===== src/rtl/spi_reg_controller_pkg.sv =====
// Shared types and constants for the SPI-to-shift-register controller.
package spi_reg_controller_pkg;

  typedef enum logic [1:0] {
    IDLE,
    CMD,
    DATA,
    DONE
  } state_t;

  localparam int CMD_W  = 8;
  localparam int WR_BIT = 7;

endpackage


===== src/rtl/spi_reg_controller_sync.sv =====
// Two-flop synchronizer for one SPI pin, with rise/fall detection on the
// synchronized value.
module spi_sync #(
  parameter logic IDLE_LVL = 1'b0
) (
  input  logic clk,
  input  logic reset_n,
  input  logic din,
  output logic q,
  output logic rise,
  output logic fall
);

  logic s1, s2, s3;

  always_ff @(posedge clk) begin
    if (!reset_n) begin
      s1 <= IDLE_LVL;
      s2 <= IDLE_LVL;
      s3 <= IDLE_LVL;
    end else begin
      s1 <= din;
      s2 <= s1;
      s3 <= s2;
    end
  end

  assign q    = s2;
  assign rise = s2 & ~s3;
  assign fall = ~s2 & s3;

endmodule


===== src/rtl/spi_reg_controller.sv =====
// SPI slave that addresses one of NREG serial shift registers per session:
// 8-bit command (write flag + address) followed by N data bits.
module spi_reg_controller
  import spi_reg_controller_pkg::*;
#(
  parameter int NREG = 4,
  parameter int N    = 8
) (
  input  logic            clk,
  input  logic            reset_n,
  input  logic            spi_sck,
  input  logic            spi_cs_n,
  input  logic            spi_mosi,
  output logic            spi_miso,
  output logic            sr_reset_flag,
  output logic [NREG-1:0] sr_sel,
  output logic            sr_si,
  input  logic [NREG-1:0] sr_so,
  output logic [NREG-1:0] wr_strobe,
  output logic            cmd_err,
  output logic            abort
);

  localparam int CW = ($clog2(N + 1) > 4) ? $clog2(N + 1) : 4;

  logic sck_rise, sck_fall, unused_sck_q;
  logic cs_q, cs_rise, cs_fall;
  logic mosi_q, unused_mosi_rise, unused_mosi_fall;

  spi_sync #(.IDLE_LVL(1'b0)) u_sck (
    .clk(clk), .reset_n(reset_n), .din(spi_sck),
    .q(unused_sck_q), .rise(sck_rise), .fall(sck_fall)
  );
  spi_sync #(.IDLE_LVL(1'b1)) u_cs (
    .clk(clk), .reset_n(reset_n), .din(spi_cs_n),
    .q(cs_q), .rise(cs_rise), .fall(cs_fall)
  );
  spi_sync #(.IDLE_LVL(1'b0)) u_mosi (
    .clk(clk), .reset_n(reset_n), .din(spi_mosi),
    .q(mosi_q), .rise(unused_mosi_rise), .fall(unused_mosi_fall)
  );

  state_t           state, state_n;
  logic [CMD_W-1:0] cmd_reg, cmd_n, cmd_shift;
  logic [CW-1:0]    bit_cnt, cnt_n;
  logic [NREG-1:0]  wr_n, sel_onehot;
  logic             miso_q, miso_n, so_sel;
  logic [1:0]       fill;
  logic             armed;

  // armed only sets once the cs_n pipeline holds real pin samples and reads
  // high, so a cs_n already low at reset release cannot start a session.
  always_ff @(posedge clk) begin
    if (!reset_n) begin
      state     <= IDLE;
      cmd_reg   <= '0;
      bit_cnt   <= '0;
      wr_strobe <= '0;
      miso_q    <= 1'b0;
      fill      <= '0;
      armed     <= 1'b0;
    end else begin
      state     <= state_n;
      cmd_reg   <= cmd_n;
      bit_cnt   <= cnt_n;
      wr_strobe <= wr_n;
      miso_q    <= miso_n;
      if (fill != 2'd2) fill <= fill + 2'd1;
      if (fill == 2'd2 && cs_q) armed <= 1'b1;
    end
  end

  always_comb begin
    sel_onehot = '0;
    so_sel     = 1'b0;
    for (int unsigned k = 0; k < NREG; k++) begin
      if (cmd_reg[CMD_W-2:0] == 7'(k)) begin
        sel_onehot[k] = 1'b1;
        so_sel        = sr_so[k];
      end
    end
  end

  always_comb begin
    state_n       = state;
    cmd_n         = cmd_reg;
    cnt_n         = bit_cnt;
    wr_n          = '0;
    miso_n        = 1'b0;
    sr_reset_flag = 1'b0;
    sr_sel        = '0;
    sr_si         = 1'b0;
    cmd_err       = 1'b0;
    abort         = 1'b0;
    cmd_shift     = {cmd_reg[CMD_W-2:0], mosi_q};
    unique case (state)
      IDLE: begin
        if (cs_fall && armed) begin
          state_n       = CMD;
          cnt_n         = '0;
          cmd_n         = '0;
          sr_reset_flag = 1'b1;
        end
      end
      CMD: begin
        if (cs_rise) begin
          state_n = IDLE;
        end else if (sck_rise) begin
          cmd_n = cmd_shift;
          if (bit_cnt == CW'(CMD_W - 1)) begin
            cnt_n = '0;
            if (int'(cmd_shift[CMD_W-2:0]) < NREG) begin
              state_n = DATA;
            end else begin
              state_n = DONE;
              cmd_err = 1'b1;
            end
          end else begin
            cnt_n = bit_cnt + CW'(1);
          end
        end
      end
      DATA: begin
        miso_n = sck_fall ? so_sel : miso_q;
        if (cs_rise) begin
          state_n = IDLE;
          abort   = 1'b1;
        end else if (sck_rise) begin
          sr_sel = sel_onehot;
          sr_si  = mosi_q;
          if (bit_cnt == CW'(N - 1)) begin
            state_n = DONE;
            if (cmd_reg[WR_BIT]) wr_n = sel_onehot;
          end else begin
            cnt_n = bit_cnt + CW'(1);
          end
        end
      end
      DONE: begin
        if (cs_rise) state_n = IDLE;
      end
    endcase
    if (!reset_n) begin
      sr_reset_flag = 1'b0;
      sr_sel        = '0;
      sr_si         = 1'b0;
      cmd_err       = 1'b0;
      abort         = 1'b0;
    end
  end

  assign spi_miso = reset_n & miso_q & (state == DATA);

endmodule


===== config.mk =====
export PLATFORM = sky130hd
export DESIGN_NAME = spi_reg_controller
export DESIGN_NICKNAME = d
export VERILOG_FILES = /design/src/rtl/spi_reg_controller_pkg.sv /design/src/rtl/spi_reg_controller_sync.sv /design/src/rtl/spi_reg_controller.sv
export SDC_FILE = /design/constraint.sdc
export NUM_CORES = 1
export LEC_CHECK = 0
export BUFFER_PORTS_ARGS = -buffer_cell sky130_fd_sc_hd__buf_2
export CAP_MARGIN = 15
export CORE_AREA = 2 2 52 54
export CTS_CLUSTER_DIAMETER = 150
export DETAILED_ROUTE_END_ITERATION = 10
export DIE_AREA = 0 0 54 56
export GPL_ROUTABILITY_DRIVEN = 0
export PLACE_DENSITY = 0.79
export SYNTH_ARGS = -nofsm -noshare
export SYNTH_HDL_FRONTEND = slang
export SYNTH_SLANG_ARGS = --single-unit

===== constraint.sdc =====
create_clock -name clk -period 3.4 [get_ports clk]
set_input_delay 0.17 -clock clk [delete_from_list [all_inputs] [get_ports clk]]
set_output_delay 0.17 -clock clk [all_outputs]
set_load 0.05 [all_outputs]

# Word-level counts from Yosys, hierarchy flattened
# Index checks and enable logic that the tools add are counted.
[op_classes]
addsub = 2
n_lt_le_gt_ge = 1
n_eq_ne = 20
muxes = 50
bitwise_logic = 15
reduce_logical = 11
[op_table]
columns = ["operator", "count"]
rows = [
  ["4-bit 2-to-1 mux", 11],
  ["1-bit 2-to-1 mux", 25],
  ["8-bit 2-to-1 mux", 3],
  ["2-bit 2-to-1 mux", 8],
  ["2-bit != test, second input constant", 8],
  ["8-bit one-hot mux with 2 select lines", 1],
  ["7-bit by 2-bit == test with 1-bit output, second input constant", 2],
  ["3-bit != test, second input constant", 4],
  ["4-bit one-hot mux with 3 select lines", 1],
  ["1-bit inverter", 9],
  ["2-bit one-hot mux with 4 select lines", 1],
  ["7-bit by 1-bit == test with 1-bit output, second input constant", 1],
  ["7-bit zero test", 1],
  ["7-bit by 3-bit less-than comparator with 1-bit output, second input constant", 1],
  ["7-bit AND reduction", 1],
  ["1-bit AND", 6],
  ["2-bit == test, second input constant", 3],
  ["6-bit AND reduction", 1],
  ["6-bit OR reduction", 1],
  ["4-bit by 1-bit adder with 4-bit output, second input constant", 1],
  ["4-bit by 3-bit == test with 1-bit output, second input constant", 1],
  ["4-bit AND reduction", 1],
  ["3-bit nonzero test", 1],
  ["2-bit by 1-bit adder with 2-bit output, second input constant", 1],
  ["5 further kinds", 6],
]
[word_totals]
ff_bits = 30
in_bits = 9

# Logic depth before layout (Yosys ltp)
[depth]
ltp_word = 7
depth_mapped = 7

# Modules after synthesis
# A second synthesis with hierarchy kept.
[unflattened]
cells_unflattened = 155
area_unflattened_um2 = 1441.4
[modules_own_cells]
columns = ["module", "instances", "cells_each", "area_each_um2", "seq_area_each_um2"]
rows = [
  ["spi_reg_controller", 1, 131, 1167.4, 440.4],
  ["spi_sync", 3, 8, 91.3, 60.1],
]

# Worst setup path before layout
# No wires, ideal clock.
[synth_path]
kind = "register to output"
from = "register bit_cnt[0]"
to = "output port cmd_err"
arrival_ps = 2404
required_time_ps = 3230
path_slack_ps = 826
stages_incl_launch_ff = 5
n_path_buf = 0
cell_sequence = "dfxtp_1 -> ha_1 -> nand3b_1 -> nor2_1 -> nor4b_1"
[synth_between]
elab_chain_len = 6
[synth_lines]
columns = ["item", "line_no", "rtl"]
rows = [
  ["start: declaration", "spi_reg_controller.sv:45", "logic [CW-1:0] bit_cnt, cnt_n;"],
  ["start signal: assignment", "spi_reg_controller.sv:65", "bit_cnt <= cnt_n;"],
  ["4-bit by 3-bit == test with 1-bit output", "spi_reg_controller.sv:110", "if (bit_cnt == CW'(CMD_W - 1)) begin"],
  ["1-bit 2-to-1 mux", "spi_reg_controller.sv:110", ""],
  ["1-bit 2-to-1 mux", "spi_reg_controller.sv:108", "end else if (sck_rise) begin"],
  ["1-bit 2-to-1 mux", "spi_reg_controller.sv:106", "if (cs_rise) begin"],
  ["1-bit 2-to-1 mux", "spi_reg_controller.sv:96", "unique case (state)"],
  ["1-bit 2-to-1 mux", "spi_reg_controller.sv:143", "if (!reset_n) begin"],
  ["end: declaration", "spi_reg_controller.sv:20", "output logic cmd_err,"],
]
# Every way passes these cells.

# Final worst setup path
[layout_path]
from = "register cmd_reg[5]"
to = "output port sr_sel[0]"
[layout_between]
elab_chain_len = 6
[layout_lines]
columns = ["item", "line_no", "rtl"]
rows = [
  ["start: declaration", "spi_reg_controller.sv:44", "logic [CMD_W-1:0] cmd_reg, cmd_n, cmd_shift;"],
  ["start signal: assignment", "spi_reg_controller.sv:64", "cmd_reg <= cmd_n;"],
  ["7-bit zero test", "spi_reg_controller.sv:77", "if (cmd_reg[CMD_W-2:0] == 7'(k)) begin"],
  ["1-bit 2-to-1 mux", "spi_reg_controller.sv:77", ""],
  ["4-bit 2-to-1 mux", "spi_reg_controller.sv:128", "end else if (sck_rise) begin"],
  ["4-bit 2-to-1 mux", "spi_reg_controller.sv:125", "if (cs_rise) begin"],
  ["4-bit 2-to-1 mux", "spi_reg_controller.sv:96", ""],
  ["4-bit 2-to-1 mux", "spi_reg_controller.sv:143", ""],
  ["end: declaration", "spi_reg_controller.sv:16", "output logic [NREG-1:0] sr_sel,"],
]
# Every way passes these cells.

==> impl_summary.md <==
Outcome
The flow ran to the end, and the final reports show no timing, DRC or antenna violations.

Clock network
Counting the buffers created by CTS gives 5. The post-CTS setup buffer count is 0. The number of H-tree branching levels is 2. Post-CTS repair changed the size of 0 cells. The clock sink total is 30. The root buffer cell is sky130_fd_sc_hd__clkbuf_4. After clock tree synthesis, the clock-pin slew on the worst setup and hold paths is 90 ps. For the worst-skew pair, the clock arrives at the later sink with an insertion delay of 330 ps.

Buffers inserted to repair hold after CTS numbered 0. The buffer depth of the longest clock path is 2. TritonCTS built the clock tree.

Yosys
By area, the combinational part of the netlist is dominated by simple AND/OR/NAND/NOR gates. The post-synthesis cell type count is 42. The commonest cells after synthesis are 30 x sky130_fd_sc_hd__dfxtp_1, 21 x sky130_fd_sc_hd__nor2_1, 9 x sky130_fd_sc_hd__a22oi_1. The Yosys warning count is 0. The proportion of synthesized chip area in sequential cells is 0.426. Sorting the synthesized cells by area gives the leading types as sky130_fd_sc_hd__dfxtp_1 43%, sky130_fd_sc_hd__ha_1 7.1%, sky130_fd_sc_hd__nor2_1 5.6%, sky130_fd_sc_hd__a22oi_1 4.8%, sky130_fd_sc_hd__nand2b_1 3.6%. The number of cells produced by synthesis is 151.

The fraction of post-synthesis cell area in the top cell type by area is 0.426. The mux contribution to synthesized area is 0.0231. The adder and majority cell fraction of the synthesized area is 0.0710. The leading cell type by number of instances after synthesis is sky130_fd_sc_hd__dfxtp_1.

Yosys mapped a number of flops with a built-in enable equal to 0. The synthesized area per cell is 9.33 sq um. The complex-gate fraction of the synthesized area came to 0.139. Of the total synthesized cell area, the portion taken by XOR and XNOR cells is 0.00622. The synthesized flop and latch total is 30.

The share of flip-flops with an asynchronous set or reset after synthesis is 0. When the netlist entered floorplanning its net count stood at 168. Summing every instance area after synthesis gives 1410 sq um.

The post-synthesis simple-gate area fraction is 0.274. The commonest register cell after synthesis is sky130_fd_sc_hd__dfxtp_1. The dominant cell type by area after synthesis is sky130_fd_sc_hd__dfxtp_1.

Worst setup path
The number of buffers and inverters on the critical path is 1. The arrival time at the worst endpoint is 1960 ps. In this run the number of cells on the critical path is 5.

The worst setup path is launched from a flip-flop. The type of the worst setup path is reg -> out. The kind of end point of the critical path is an output port. In this design, the stage delay of the slowest critical-path cell is 560 ps. STA puts the critical path data required time at 3230 ps. For this design, the slowest cell found on the critical path is sky130_fd_sc_hd__or4_4. The signal on the critical path passes through or4_4 > nor2_4 > nand4_4 > nor3_1 > buf_2. Measured in cells, the most critical reg-to-reg path has a length of 6. In this run the worst path has a maximum fanout of 5. The kind of cell with the highest combined delay on the critical path is simple AND/OR/NAND/NOR gates.

Timing
Timing would allow up to 470 MHz. Setup repair after global routing left no endpoint under its margin. The accumulated negative setup slack is 0 ps. The max-slew violation count was 0. For the pin with the worst max-slew slack, the measured transition is 596 ps.

Setup violations remaining at the end of the flow were counted as 0. The relative slew slack is 0.601. The count of endpoints failing hold in the final timing report is 0. The final period utilization is 0.625. The shortest clock period the worst path allows after layout is 2130 ps.

The setup skew after layout is 8.16 ps.

Floorplan
The placement row count is 18. The number of primary I/O pins is 22. In this run the vertical extent of the chip is 56 um.

The core region is 2430 sq um. The floorplan step defined a die boundary enclosing 3020 sq um. The die is 54 um wide. For this configuration, the core starts out at a cell density of 0.579.

Global routing
The number of global-route vias before repair came to 1054. The number of antenna violations at the first check in global routing is 0. The total global routing track utilization is 0.197. Entering global routing, the biggest net connects 20 pins. Summed over all layers, the global routing overflow is 0. The first-pass GRT wire length is 4380 um.

Routing
The remaining antenna violation count after routing is 0. The count of vias placed by the detailed router is 1121. The number of remaining DRC errors is 0. The average via count per standard cell is 5.50. The number of iterations in the first detailed-routing pass is 4. After detailed routing, the average wire length per cell comes to 13.0 um. The final routed wirelength across all metal layers is 2660 um. The initial detailed-routing violation count is 30.

Pwr
Of the total power, registers draw 0.508. The total power divided by cell area is 494 nW/um^2. Of the total power, the share spent switching nets is 0.305. The share of total power dissipated in the clock network is 0.281. Of the total power, combinational logic draws 0.211. Summed over all nets, the switching power comes to 235 uW. The static leakage is 0.000660 uW. VDD sags by at most 0.000357 V. The internal power of the cells totals 534 uW.

Min path
The min-delay analysis places its worst path in the category in -> reg. Along the worst hold path, the cell count comes to 2.

Placement
The placed cell count is 196. In this run the tool buffered the top-level ports with 21 buffer cells. Detailed placement finished with a half-perimeter wire length of 1960 um.

Finish
The area overhead of the layout relative to synthesis is 10.6%. The number of fill cells is 213. The share of final-layout standard cells stronger than drive strength 1 is 0.218. In the final design database the tool counted 190 nets. The register with the most flip-flops in the layout has 8 of them.

The number of antenna diodes in the final layout is 0. The number of standard cells in the layout, taps in and fillers out is 204.

Flow run
The number of maximum-capacitance violations is 0.
through the flow:
stage	utilization	cell area [sq um]	hold slack (ps)	setup WS, ps	total power [uW]
finish	0.640	1560	22.7	1270	769
global route	0.640	1560	11.8	1150	817
CTS	0.640	1560	15.2	1270	774
detailed placement	0.616	1500	359	1490	559
global placement	0.616	1500	363	1650	547
floorplan	-	1410	271	826	523
power by group through the flow:
stage,Sequential [uW],Combinational [uW],Clock (uW)
floorplan,396,127,0
global placement,397,150,0
detailed placement,399,160,0
CTS,391,161,222
global route,393,186,238
finish,391,162,216
cells by family (layout without fill, tap and decap cells):
logic type / count (synthesis) / in the layout
XOR/XNOR: 1 / 1
AO/OA/AOI/OAI: 29 / 29
AND/OR/NAND/NOR: 67 / 67
buffers and inverters: 14 / 37
flip-flops: 30 / 30
multiplexers: 2 / 2
adder cells (fa/ha/maj): 8 / 8
worst paths after layout:
kind,startpoint,endpoint,slack [ps]
worst max register to register,state[0],bit_cnt[3],1470
worst min register to register,u_cs.s1,u_cs.q,420
worst max-delay path,cmd_reg[5],sr_sel[0],1270
worst min-delay path,spi_cs_n,u_cs.s1,20
cell usage in the layout, fill, tap and decap left out, types with 2 or more instances in the layout:
| cell | n |
|---|---|
| sky130_fd_sc_hd__a21oi_1 | 7 |
| sky130_fd_sc_hd__a22oi_1 | 9 |
| sky130_fd_sc_hd__and2_1 | 5 |
| sky130_fd_sc_hd__and3_1 | 2 |
| sky130_fd_sc_hd__buf_2 | 21 |
| sky130_fd_sc_hd__clkbuf_4 | 5 |
| sky130_fd_sc_hd__dfxtp_1 | 30 |
| sky130_fd_sc_hd__ha_1 | 8 |
| sky130_fd_sc_hd__inv_1 | 8 |
| sky130_fd_sc_hd__nand2_1 | 8 |
| sky130_fd_sc_hd__nand2b_1 | 8 |
| sky130_fd_sc_hd__nand3_1 | 2 |
| sky130_fd_sc_hd__nand3b_1 | 3 |
| sky130_fd_sc_hd__nor2_1 | 21 |
| sky130_fd_sc_hd__nor2_2 | 2 |
| sky130_fd_sc_hd__nor3_1 | 4 |
| sky130_fd_sc_hd__o21ai_0 | 4 |
cell type report:
| class | count | area [sq um] | share of cell area |
|---|---|---|---|
| inverter | 8 | 30.0 | 0.0193 |
| clock buffer | 7 | 55.1 | 0.0353 |
| clock inverter | 1 | 5.00 | 0.00321 |
| sequential | 30 | 601 | 0.386 |
| multi-input combinational | 107 | 724 | 0.465 |
| tap | 30 | 37.5 | 0.0241 |
| timing repair buffer | 21 | 105 | 0.0675 |
metal layers:
metal,track usage,vias to the layer above,wire [um]
li1,-,571,-
met1,0.226,508,1190
met2,0.317,34,1260
met3,0.0645,8,153
met4,0.0964,0,55
met5,0,-,0
No activity file was read; power rests on OpenSTA's default activity.
